--- src/rtl/ws2812_pkg.sv ---
// Shared types and defaults for the WS2812 frame scheduler: FSM states,
// pixel width, timing defaults and the per-frame configuration record.
package ws2812_pkg;

  localparam int PIXEL_W              = 24;
  localparam int DEFAULT_LATCH_CYCLES = 5000;
  localparam int DEFAULT_DELAY_UNIT   = 100000;

  typedef enum logic [2:0] {
    IDLE,
    FETCH,
    WAIT_RD,
    PRESENT,
    DRAIN,
    LATCH,
    GAP
  } state_t;

  typedef struct packed {
    logic [15:0] num_leds;
    logic [15:0] depth;
    logic [15:0] delay;
  } cfg_t;

  // A zero depth means "send the whole strip".
  function automatic logic [15:0] depth_eff(input cfg_t c);
    return (c.depth != 16'd0) ? c.depth : c.num_leds;
  endfunction

endpackage

--- src/rtl/ws2812_delay_timer.sv ---
// Inter-frame gap timer: a 32-bit prescaler of DELAY_UNIT clocks feeding a
// 16-bit unit counter; expire is high during the last cycle of the gap.
module ws2812_delay_timer
  import ws2812_pkg::*;
#(
  parameter int DELAY_UNIT = DEFAULT_DELAY_UNIT
) (
  input  logic        clk,
  input  logic        reset,
  input  logic        start,
  input  logic [15:0] load_units,
  output logic        expire
);

  localparam logic [31:0] PRE_LOAD = 32'(DELAY_UNIT - 1);

  logic        running;
  logic [15:0] unit_cnt;
  logic [31:0] pre_cnt;

  // Both counters only count down and stop at zero, so a gap can never wrap.
  assign expire = running && (pre_cnt == 32'd0) && (unit_cnt == 16'd0);

  // NOTE: state registers use non-blocking assignments so every flop samples
  // pre-edge values regardless of statement order.
  always_ff @(posedge clk) begin
    if (reset) begin
      running  <= 1'b0;
      unit_cnt <= 16'd0;
      pre_cnt  <= 32'd0;
    end else if (start) begin
      running  <= (load_units != 16'd0);
      unit_cnt <= load_units - 16'd1;
      pre_cnt  <= PRE_LOAD;
    end else if (running) begin
      if (pre_cnt != 32'd0) begin
        pre_cnt <= pre_cnt - 32'd1;
      end else if (unit_cnt != 16'd0) begin
        unit_cnt <= unit_cnt - 16'd1;
        pre_cnt  <= PRE_LOAD;
      end else begin
        running <= 1'b0;
      end
    end
  end

endmodule

--- src/rtl/ws2812_frame_sched.sv ---
// Frame scheduler: reads pixels from a buffer, hands them one at a time to the
// WS2812 serializer, then holds the latch low-time and optional inter-frame gap.
module ws2812_frame_sched
  import ws2812_pkg::*;
#(
  parameter int LATCH_CYCLES = DEFAULT_LATCH_CYCLES,
  parameter int DELAY_UNIT   = DEFAULT_DELAY_UNIT
) (
  input  logic               clk,
  input  logic               reset,
  input  logic               cfg_write,
  input  logic [15:0]        cfg_num_leds,
  input  logic [15:0]        cfg_data_depth,
  input  logic [15:0]        cfg_data_delay,
  output logic               pix_rd_en,
  output logic [15:0]        pix_addr,
  input  logic [PIXEL_W-1:0] pix_rd_data,
  output logic               px_valid,
  output logic [PIXEL_W-1:0] px_data,
  input  logic               px_ready,
  input  logic               ser_idle,
  output logic               latch_active,
  output logic               frame_done,
  output logic               busy
);

  localparam logic [31:0] LATCH_LOAD = 32'(LATCH_CYCLES - 1);

  state_t      state, state_nxt;
  cfg_t        shadow_cfg, active_cfg, cfg_in, cfg_next;
  logic        cfg_pending;
  logic [15:0] active_depth, next_depth;
  logic [31:0] lat_cnt;
  logic        last_word;
  logic        apply_cfg;
  logic        timer_start, timer_expire;

  assign cfg_in = '{num_leds: cfg_num_leds, depth: cfg_data_depth, delay: cfg_data_delay};

  // A write landing on the same edge as a launch or restart wins over the shadow.
  assign cfg_next     = cfg_write ? cfg_in : shadow_cfg;
  assign active_depth = depth_eff(active_cfg);
  assign next_depth   = depth_eff(cfg_next);

  // 17-bit compare so a depth of 0xFFFF ends the frame without pix_addr wrapping.
  assign last_word = ({1'b0, pix_addr} + 17'd1) >= {1'b0, active_depth};

  assign pix_rd_en    = (state == FETCH);
  assign px_valid     = (state == PRESENT);
  assign latch_active = (state == LATCH);
  assign frame_done   = (state == LATCH) && (lat_cnt == 32'd0);
  assign busy         = (state != IDLE);

  // NOTE: every signal driven here gets a default first, so no path through
  // the case statement can infer a latch.
  always_comb begin
    state_nxt   = state;
    apply_cfg   = 1'b0;
    timer_start = 1'b0;
    case (state)
      IDLE: begin
        if (cfg_pending) begin
          apply_cfg = 1'b1;
          if (next_depth != 16'd0) state_nxt = FETCH;
        end
      end
      FETCH:   state_nxt = WAIT_RD;
      WAIT_RD: state_nxt = PRESENT;
      PRESENT: begin
        if (px_ready) state_nxt = last_word ? DRAIN : FETCH;
      end
      DRAIN: begin
        if (ser_idle) state_nxt = LATCH;
      end
      LATCH: begin
        if (lat_cnt == 32'd0) begin
          if (active_cfg.delay != 16'd0) begin
            state_nxt   = GAP;
            timer_start = 1'b1;
          end else begin
            state_nxt = IDLE;
          end
        end
      end
      GAP: begin
        if (timer_expire) begin
          apply_cfg = cfg_pending || cfg_write;
          if ((apply_cfg ? next_depth : active_depth) != 16'd0) state_nxt = FETCH;
          else                                                    state_nxt = IDLE;
        end
      end
      default: state_nxt = IDLE;
    endcase
  end

  always_ff @(posedge clk) begin
    if (reset) begin
      state       <= IDLE;
      shadow_cfg  <= '0;
      active_cfg  <= '0;
      cfg_pending <= 1'b0;
      pix_addr    <= 16'd0;
      px_data     <= '0;
      lat_cnt     <= 32'd0;
    end else begin
      state <= state_nxt;

      if (cfg_write) shadow_cfg <= cfg_in;
      if (apply_cfg) begin
        active_cfg  <= cfg_next;
        cfg_pending <= 1'b0;
      end else if (cfg_write) begin
        cfg_pending <= 1'b1;
      end

      if ((state == IDLE || state == GAP) && state_nxt == FETCH) begin
        pix_addr <= 16'd0;
      end else if (state == PRESENT && px_ready) begin
        pix_addr <= pix_addr + 16'd1;
      end

      if (state == WAIT_RD) px_data <= pix_rd_data;

      if (state == DRAIN && ser_idle) begin
        lat_cnt <= LATCH_LOAD;
      end else if (state == LATCH && lat_cnt != 32'd0) begin
        lat_cnt <= lat_cnt - 32'd1;
      end
    end
  end

  ws2812_delay_timer #(
    .DELAY_UNIT(DELAY_UNIT)
  ) u_delay_timer (
    .clk       (clk),
    .reset     (reset),
    .start     (timer_start),
    .load_units(active_cfg.delay),
    .expire    (timer_expire)
  );

endmodule

--- config.mk ---
export PLATFORM = sky130hd
export DESIGN_NAME = ws2812_frame_sched
export DESIGN_NICKNAME = d
export VERILOG_FILES = /design/src/rtl/ws2812_pkg.sv /design/src/rtl/ws2812_delay_timer.sv /design/src/rtl/ws2812_frame_sched.sv
export SDC_FILE = /design/constraint.sdc
export NUM_CORES = 1
export LEC_CHECK = 0
export BUFFER_PORTS_ARGS = -buffer_cell sky130_fd_sc_hd__buf_2
export CAP_MARGIN = 0
export CORE_ASPECT_RATIO = 0.75
export CORE_UTILIZATION = 45
export CTS_BUF_LIST = sky130_fd_sc_hd__clkbuf_4 sky130_fd_sc_hd__clkbuf_8 sky130_fd_sc_hd__clkbuf_16
export DETAILED_ROUTE_END_ITERATION = 10
export PLACE_DENSITY_LB_ADDON = 0.3
export SLEW_MARGIN = 25
export SYNTH_ARGS = -nofsm -noshare
export SYNTH_HDL_FRONTEND = slang
export SYNTH_SLANG_ARGS = --single-unit
export TNS_END_PERCENT = 5
--- constraint.sdc ---
create_clock -name clk -period 4 [get_ports clk]
set_clock_uncertainty 0.15 [all_clocks]
set_input_delay 0.8 -clock clk [delete_from_list [all_inputs] [get_ports clk]]
set_output_delay 0.8 -clock clk [all_outputs]
set_load 0.05 [all_outputs]
==> results of run 1 <==
flip-flops by register name, indices dropped and copies added (netlist names):
name                    count
cfg_pending                 1
u_delay_timer.pre_cnt      32
active_cfg                 48
state                       3
pix_addr                   16
shadow_cfg                 48
px_data                    24
u_delay_timer.unit_cnt     16
lat_cnt                    32
u_delay_timer.running       1
power groups by stage:
stage | sequential [mW] | combinational [mW] | clock (mW)
global route | 2.45 | 1.02 | 2.40
finish | 2.43 | 0.924 | 2.28
CTS | 2.43 | 0.905 | 2.33
global placement | 2.47 | 0.889 | 0
detailed placement | 2.48 | 0.900 | 0
floorplan | 2.51 | 0.585 | 0
timing repair:
item	4_1_cts	5_1_grt
buffers inserted	0	1
gates resized for setup	1	13
setup endpoints to repair	1	8
cell families (layout without fill, tap and decap cells):
logic type | after synthesis | in the layout | share of synthesized area
flip-flops | 221 | 221 | 0.438
multiplexers | 51 | 51 | 0.0505
XOR/XNOR | 95 | 95 | 0.0823
adder cells (fa/ha/maj) | 20 | 20 | 0.0248
AND/OR/NAND/NOR | 541 | 541 | 0.253
buffers and inverters | 69 | 205 | 0.0270
AO/OA/AOI/OAI | 193 | 193 | 0.124
cell type report:
type                       count  area [um2]  share of cell area
multi-input combinational    900        5470               0.456
sequential                   221        4430               0.369
timing repair buffer         156         883              0.0736
clock buffer                  32         679              0.0566
tap                          294         368              0.0307
clock inverter                 8         138              0.0115
inverter                       9        33.8             0.00282
cells in the final DEF (no fill, tap or decap), drive strengths merged, types with 5 or more instances in the layout:
| cell type | instances |
|---|---|
| nor2 | 228 |
| dfxtp | 221 |
| buf | 156 |
| nand2 | 107 |
| a21oi | 81 |
| a211oi | 60 |
| mux2i | 51 |
| xnor2 | 50 |
| xor2 | 45 |
| nor4 | 43 |
| nor3 | 34 |
| clkbuf | 32 |
| or3 | 26 |
| nand3 | 25 |
| ha | 20 |
| or4 | 18 |
| o21ai | 14 |
| nand4 | 13 |
| a311oi | 10 |
| inv | 9 |
| nand2b | 7 |
| nand3b | 7 |
| nor2b | 7 |
| o31ai | 7 |
| and2 | 5 |
| clkinv | 5 |
worst max-delay path, cell delays in order, from the launching register on:
cell     delay (ps)
dfxtp_1         330
or4_1           590
or3_1           430
or4_4           560
or2_1           330
mux2i_1         240
ha_2            250
o31ai_2         150
buf_4           190
nor4_1          220
xor2_1          180
nand2_1          70
o31ai_1          70
per-layer routing:
layer  vias up  share of wire  track usage  wire, um
met2       250           0.42        0.326     10800
met3        40          0.060       0.0358      1530
met1      4210           0.50        0.328     12800
met4         0          0.018       0.0507       460
met5         -              0            0         0
li1       4452              -            -         -
worst min-delay path by stage:
stage | startpoint | endpoint | cells after the start
final | px_data[13]$_SDFFE_PP0P_ | px_data[13]$_SDFFE_PP0P_ | 2
after global routing | px_data[1]$_SDFFE_PP0P_ | px_data[1]$_SDFFE_PP0P_ | 2
after global placement | px_data[6]$_SDFFE_PP0P_ | px_data[6]$_SDFFE_PP0P_ | 2
after CTS | px_data[8]$_SDFFE_PP0P_ | px_data[8]$_SDFFE_PP0P_ | 2
after floorplan | active_cfg[15]$_SDFFE_PP0P_ | u_delay_timer.unit_cnt[15]$_SDFFE_PP0P_ | 2
after detailed placement | px_data[8]$_SDFFE_PP0P_ | px_data[8]$_SDFFE_PP0P_ | 2
==> results_dict.tcl, run 1 <==
set metrics [dict create \
    min_period_over_period 0.962 \
    setup.worst_path.start_class "flip-flop" \
    yosysMostFrequentCell "nor2_1" \
    overflow 0 \
    r2r_slack_ps 150 \
    ys_seq_area_frac 0.438 \
    dpl_worst_slack_ps 5.09 \
    area_growth_pct 18.7 \
    numCtsBuffers 24 \
    drc 0 \
    regToRegEndpoint "u_delay_timer.unit_cnt[4]$_SDFFE_PP0P_" \
    hold_slack_ps 299 \
    place_hpwl_mm 18.5 \
    r2r_start "lat_cnt[3]$_SDFFE_PP0P_" \
    power.switching_mw 1.59 \
    maxSlewViolCount 0 \
    post-place-cells 1579 \
    drt.antenna.violating_nets 0 \
    synth_edf_count 0 \
    ir_drop_mv 0.285 \
    cts_tree "built" \
    path_clk_slew_ps 60 \
    grt_pass1_vias 8425 \
    detailed_place.area_um2 11100 \
    intPower_mw 4.05 \
    rr_worst_depth 12 \
    max-cap-violations 0 \
    setup-violations-final 0 \
    insertion_delay_ps 520 \
    yosys_most_used_dff "dfxtp_1" \
    critical_path_arrival_ps 4130 \
    synth_area_leaders "dfxtp_1 44%, nor2_1 8.5%, mux2i_1 5.1%" \
    drt_iter0_drc 593 \
    portBuffers 121 \
    synth_top_area_frac 0.438 \
    crit_type "flip-flop to flip-flop" \
    wirelength_mm 25.6 \
    clock-sinks 221 \
    fin_ws_ps 150 \
    diodes 0 \
    cp_max_fo 6 \
    async_flop_share 0 \
    rsz0062_at_grt "false" \
    endpoint "u_delay_timer.unit_cnt[4]$_SDFFE_PP0P_" \
    min_period_ps 3850 \
    grtUsageTotal 0.219 \
    num_vias 8952 \
    rows 47 \
    ctsHoldBuffers 0 \
    p_total_mw 5.64 \
    utilization 0.544 \
    coreArea_um2 22100 \
    synth-seq-cells 221 \
    die_y_um 132 \
    syn_area_per_cell_um2 8.49 \
    clkPwrFrac 0.404 \
    max-slew-margin-rel 0.384 \
    p_comb_frac 0.164 \
    required_ps 4280 \
    synth_area_leader_cell "dfxtp_1" \
    fin_cells 1620 \
    nFillCells 2008 \
    synth_cell_types 56 \
    swShare 0.282 \
    io_pins 122 \
    powerDensity_nw_per_um2 470 \
    synthCells 1190 \
    root_buffer "clkbuf_16" \
    worst_pin_slew_ps 923 \
    drive_gt1_frac 0.164 \
    synthTopCellsByCount "228 x nor2_1, 221 x dfxtp_1, 107 x nand2_1" \
    status "finished clean" \
    fmax_mhz 260 \
    synth_fp_nets 1287 \
    dr.pass1.iters 5 \
    antenna_found_initial 0 \
    wl_per_cell_um 15.8 \
    avgViaCountPerCell 5.53 \
    crit_path_start "lat_cnt[3]$_SDFFE_PP0P_" \
    clk_path_buf_depth 3 \
    ys_warn_count 0 \
    grt_max_degree 80 \
    seq_power_share 0.432 \
    cts_max_level 1 \
    p_leak_nw 4.95 \
    final_area_um2 12000 \
    place_congestion 0.882 \
    hold_viol 0 \
    dieArea_um2 23100 \
    die_w_um 175 \
    critPathCaptureType "flip-flop" \
    syn_area_um2 10100 \
    hp-class "flip-flop to flip-flop" \
    nNetsFinal 1409 \
    tns_ps 0 \
    start_util 0.458 \
    grt_pass1_wl_mm 41.8 \
]
Power figures use the tool's default switching activity.
==> run 2, diff against run 1 <==
--- a/config.mk
+++ b/config.mk
@@ -5,11 +5,13 @@
 export SDC_FILE = /design/constraint.sdc
 export NUM_CORES = 1
 export LEC_CHECK = 0
+export ABC_AREA = 1
 export BUFFER_PORTS_ARGS = -buffer_cell sky130_fd_sc_hd__buf_2
 export CAP_MARGIN = 0
 export CORE_ASPECT_RATIO = 0.75
 export CORE_UTILIZATION = 45
 export CTS_BUF_LIST = sky130_fd_sc_hd__clkbuf_4 sky130_fd_sc_hd__clkbuf_8 sky130_fd_sc_hd__clkbuf_16
+export CTS_CLUSTER_SIZE = 12
 export DETAILED_ROUTE_END_ITERATION = 10
 export PLACE_DENSITY_LB_ADDON = 0.3
 export SLEW_MARGIN = 25
==> run 2 against run 1 <==
Clock power shrank 7%. Largest power group unchanged. Register-to-register slack gained 310 ps. Critical path type unchanged. Via count grew 14%. Die area grew 11%. Synthesized cell count grew 33%. Setup slack gained 310 ps. Global-route usage shrank 0.72 points. Largest cell class unchanged.
==> results_dict.tcl, run 2 <==
set metrics [dict create \
    status "finished clean" \
    wl_met3_mm 1.96 \
    synth_edf_count 0 \
    cts_tree "built" \
    max-cap-violations 0 \
    setup.worst_path.start_class "flip-flop" \
    tns_ps 0 \
    path_clk_slew_ps 60 \
    start_util 0.463 \
    drive_gt1_frac 0.138 \
    grt_pass1_vias 9241 \
    crit_type "flip-flop to flip-flop" \
    die_w_um 184 \
    area_growth_pct 14.2 \
    rows 49 \
    grt_pass1_wl_mm 44.8 \
    insertion_delay_ps 530 \
    dieArea_um2 25500 \
    fmax_mhz 283 \
    dr.pass1.iters 5 \
    synthTopCellsByCount "285 x nand2_1, 284 x nor2_1, 221 x dfxtp_1" \
    grtUsageTotal 0.211 \
    maxSlewViolCount 0 \
    num_vias 10200 \
    hp-class "flip-flop to flip-flop" \
    synth_top_area_frac 0.396 \
    yosys_most_used_dff "dfxtp_1" \
    die_y_um 139 \
    async_flop_share 0 \
    hold_viol 0 \
    max-slew-margin-rel 0.507 \
    cts_max_level 1 \
    numCtsBuffers 24 \
    place_congestion 0.881 \
    synthCells 1586 \
    powerDensity_nw_per_um2 424 \
    final_common_cell "nand2_1" \
    wl_met1_mm 14.0 \
    clock-sinks 221 \
    io_pins 122 \
    synth_fp_nets 1683 \
    required_ps 4300 \
    post-place-cells 1994 \
    nNetsFinal 1786 \
    multi_input_area_um2 5730 \
    min_period_ps 3540 \
    ys_warn_count 0 \
    synth_area_leader_cell "dfxtp_1" \
    avgViaCountPerCell 5.03 \
    wirelength_mm 26.9 \
    overflow 0 \
    cp_max_fo 16 \
    ctsHoldBuffers 0 \
    dpl_worst_slack_ps 460 \
    synth-seq-cells 221 \
    portBuffers 121 \
    grt_max_degree 80 \
    yosysMostFrequentCell "nand2_1" \
    setup-violations-final 0 \
    place_hpwl_mm 20.0 \
    fin_cells 2032 \
    min_period_over_period 0.884 \
    synth_cell_types 52 \
    drt_iter0_drc 725 \
    critical_path_arrival_ps 3830 \
    diodes 0 \
    worst_pin_slew_ps 738 \
    drc 0 \
    p_leak_nw 6.22 \
    syn_area_per_cell_um2 7.05 \
    nFillCells 2419 \
    rsz0062_at_grt "false" \
    critPathCaptureType "flip-flop" \
    antenna_found_initial 0 \
    layout_common_cells "285 x nand2_1, 284 x nor2_1, 221 x dfxtp_1, 191 x inv_1, 120 x buf_2" \
    synth_area_leaders "dfxtp_1 40%, nand2_1 9.6%, nor2_1 9.5%" \
    final-seq-area_um2 4420 \
    fin_ws_ps 462 \
    root_buffer "clkbuf_16" \
    largest_registers "active_cfg x48, shadow_cfg x48" \
    ys_seq_area_frac 0.396 \
    clk_path_buf_depth 3 \
    ir_drop_mv 0.343 \
    coreArea_um2 24200 \
    dr.max_layer_used "met4" \
    drt.antenna.violating_nets 0 \
    wl_per_cell_um 13.2 \
    syn_area_um2 11200 \
    wl_met2_mm 10.4 \
    p_total_mw 5.42 \
]
run 2: cell count changes after synthesis, sizes merged, moves of 23 or more:
cell,delta
o21ai,+105
xnor2,-41
or3,-26
nor4,-37
inv,+185
nand4,+26
nor2,+86
nand2,+192
mux2i,-29
nand3,+36
clkbuf,-23
run 2: cells by family (layout without fill, tap and decap cells):
family,Yosys count,in the layout,synth area share
mux,22,22,0.0197
compound gates,267,267,0.133
fa+ha+maj,20,20,0.0224
buf+inv,251,366,0.0925
simple gates,772,772,0.311
flops,221,221,0.396
xor+xnor,33,33,0.0258
run 2: final timing paths:
path / startpoint / endpoint / slack [ps] / cells after the start
worst min register to register: px_data[14]$_SDFFE_PP0P_ / px_data[14]$_SDFFE_PP0P_ / 290 / 2
worst max register to register: pix_addr[0]$_SDFFE_PP0P_ / pix_addr[4]$_SDFFE_PP0P_ / 460 / 19
worst max-delay path: pix_addr[0]$_SDFFE_PP0P_ / pix_addr[4]$_SDFFE_PP0P_ / 460 / 19
worst min-delay path: px_data[14]$_SDFFE_PP0P_ / px_data[14]$_SDFFE_PP0P_ / 290 / 2
run 2: per-layer routing:
layer,track usage,vias to the layer above
li1,-,5357
met4,0.0482,0
met2,0.293,297
met3,0.0348,33
met1,0.334,4537
met5,0,-
run 2: worst max-delay path: stages, from the launching register on:
cell	delay [ps]
dfxtp_1	440
ha_1	220
nand3_1	150
nor2_1	310
nand2_1	140
nor2_1	190
xor2_1	210
inv_1	70
ha_1	330
nand2_1	90
nor2_1	140
nand4_1	120
nand3b_1	180
nand3_1	110
nand2_1	60
nand2_1	80
nand2_1	70
nand2_2	110
nand2_8	150
nor2_1	140
run 2: timing repair:
item,in CTS,in global routing
buffers inserted,0,0
resized for setup,0,1
endpoints found under the setup margin,0,1
run 2: through the flow:
stage / cell area [um2] / utilization / hold WS (ps)
after floorplan: 11200 / - / 272
after global placement: 12000 / 0.497 / 280
after detailed placement: 12000 / 0.497 / 285
after CTS: 12800 / 0.528 / 294
after global routing: 12800 / 0.529 / 307
final: 12800 / 0.529 / 290
run 2: report_power, final:
group / internal, mW / switching [mW]
logic: 0.281 / 0.628
clock network: 1.24 / 0.872
registers: 2.33 / 0.0709
total: 3.85 / 1.57
run 2: cell type report:
type / instances / share of cell area
Clock inverter: 7 / 0.00578
Timing Repair Buffer: 133 / 0.0566
Tap cell: 331 / 0.0324
Sequential cell: 221 / 0.346
Multi-Input combinational cell: 1114 / 0.449
Inverter: 195 / 0.0573
Clock buffer: 31 / 0.0526
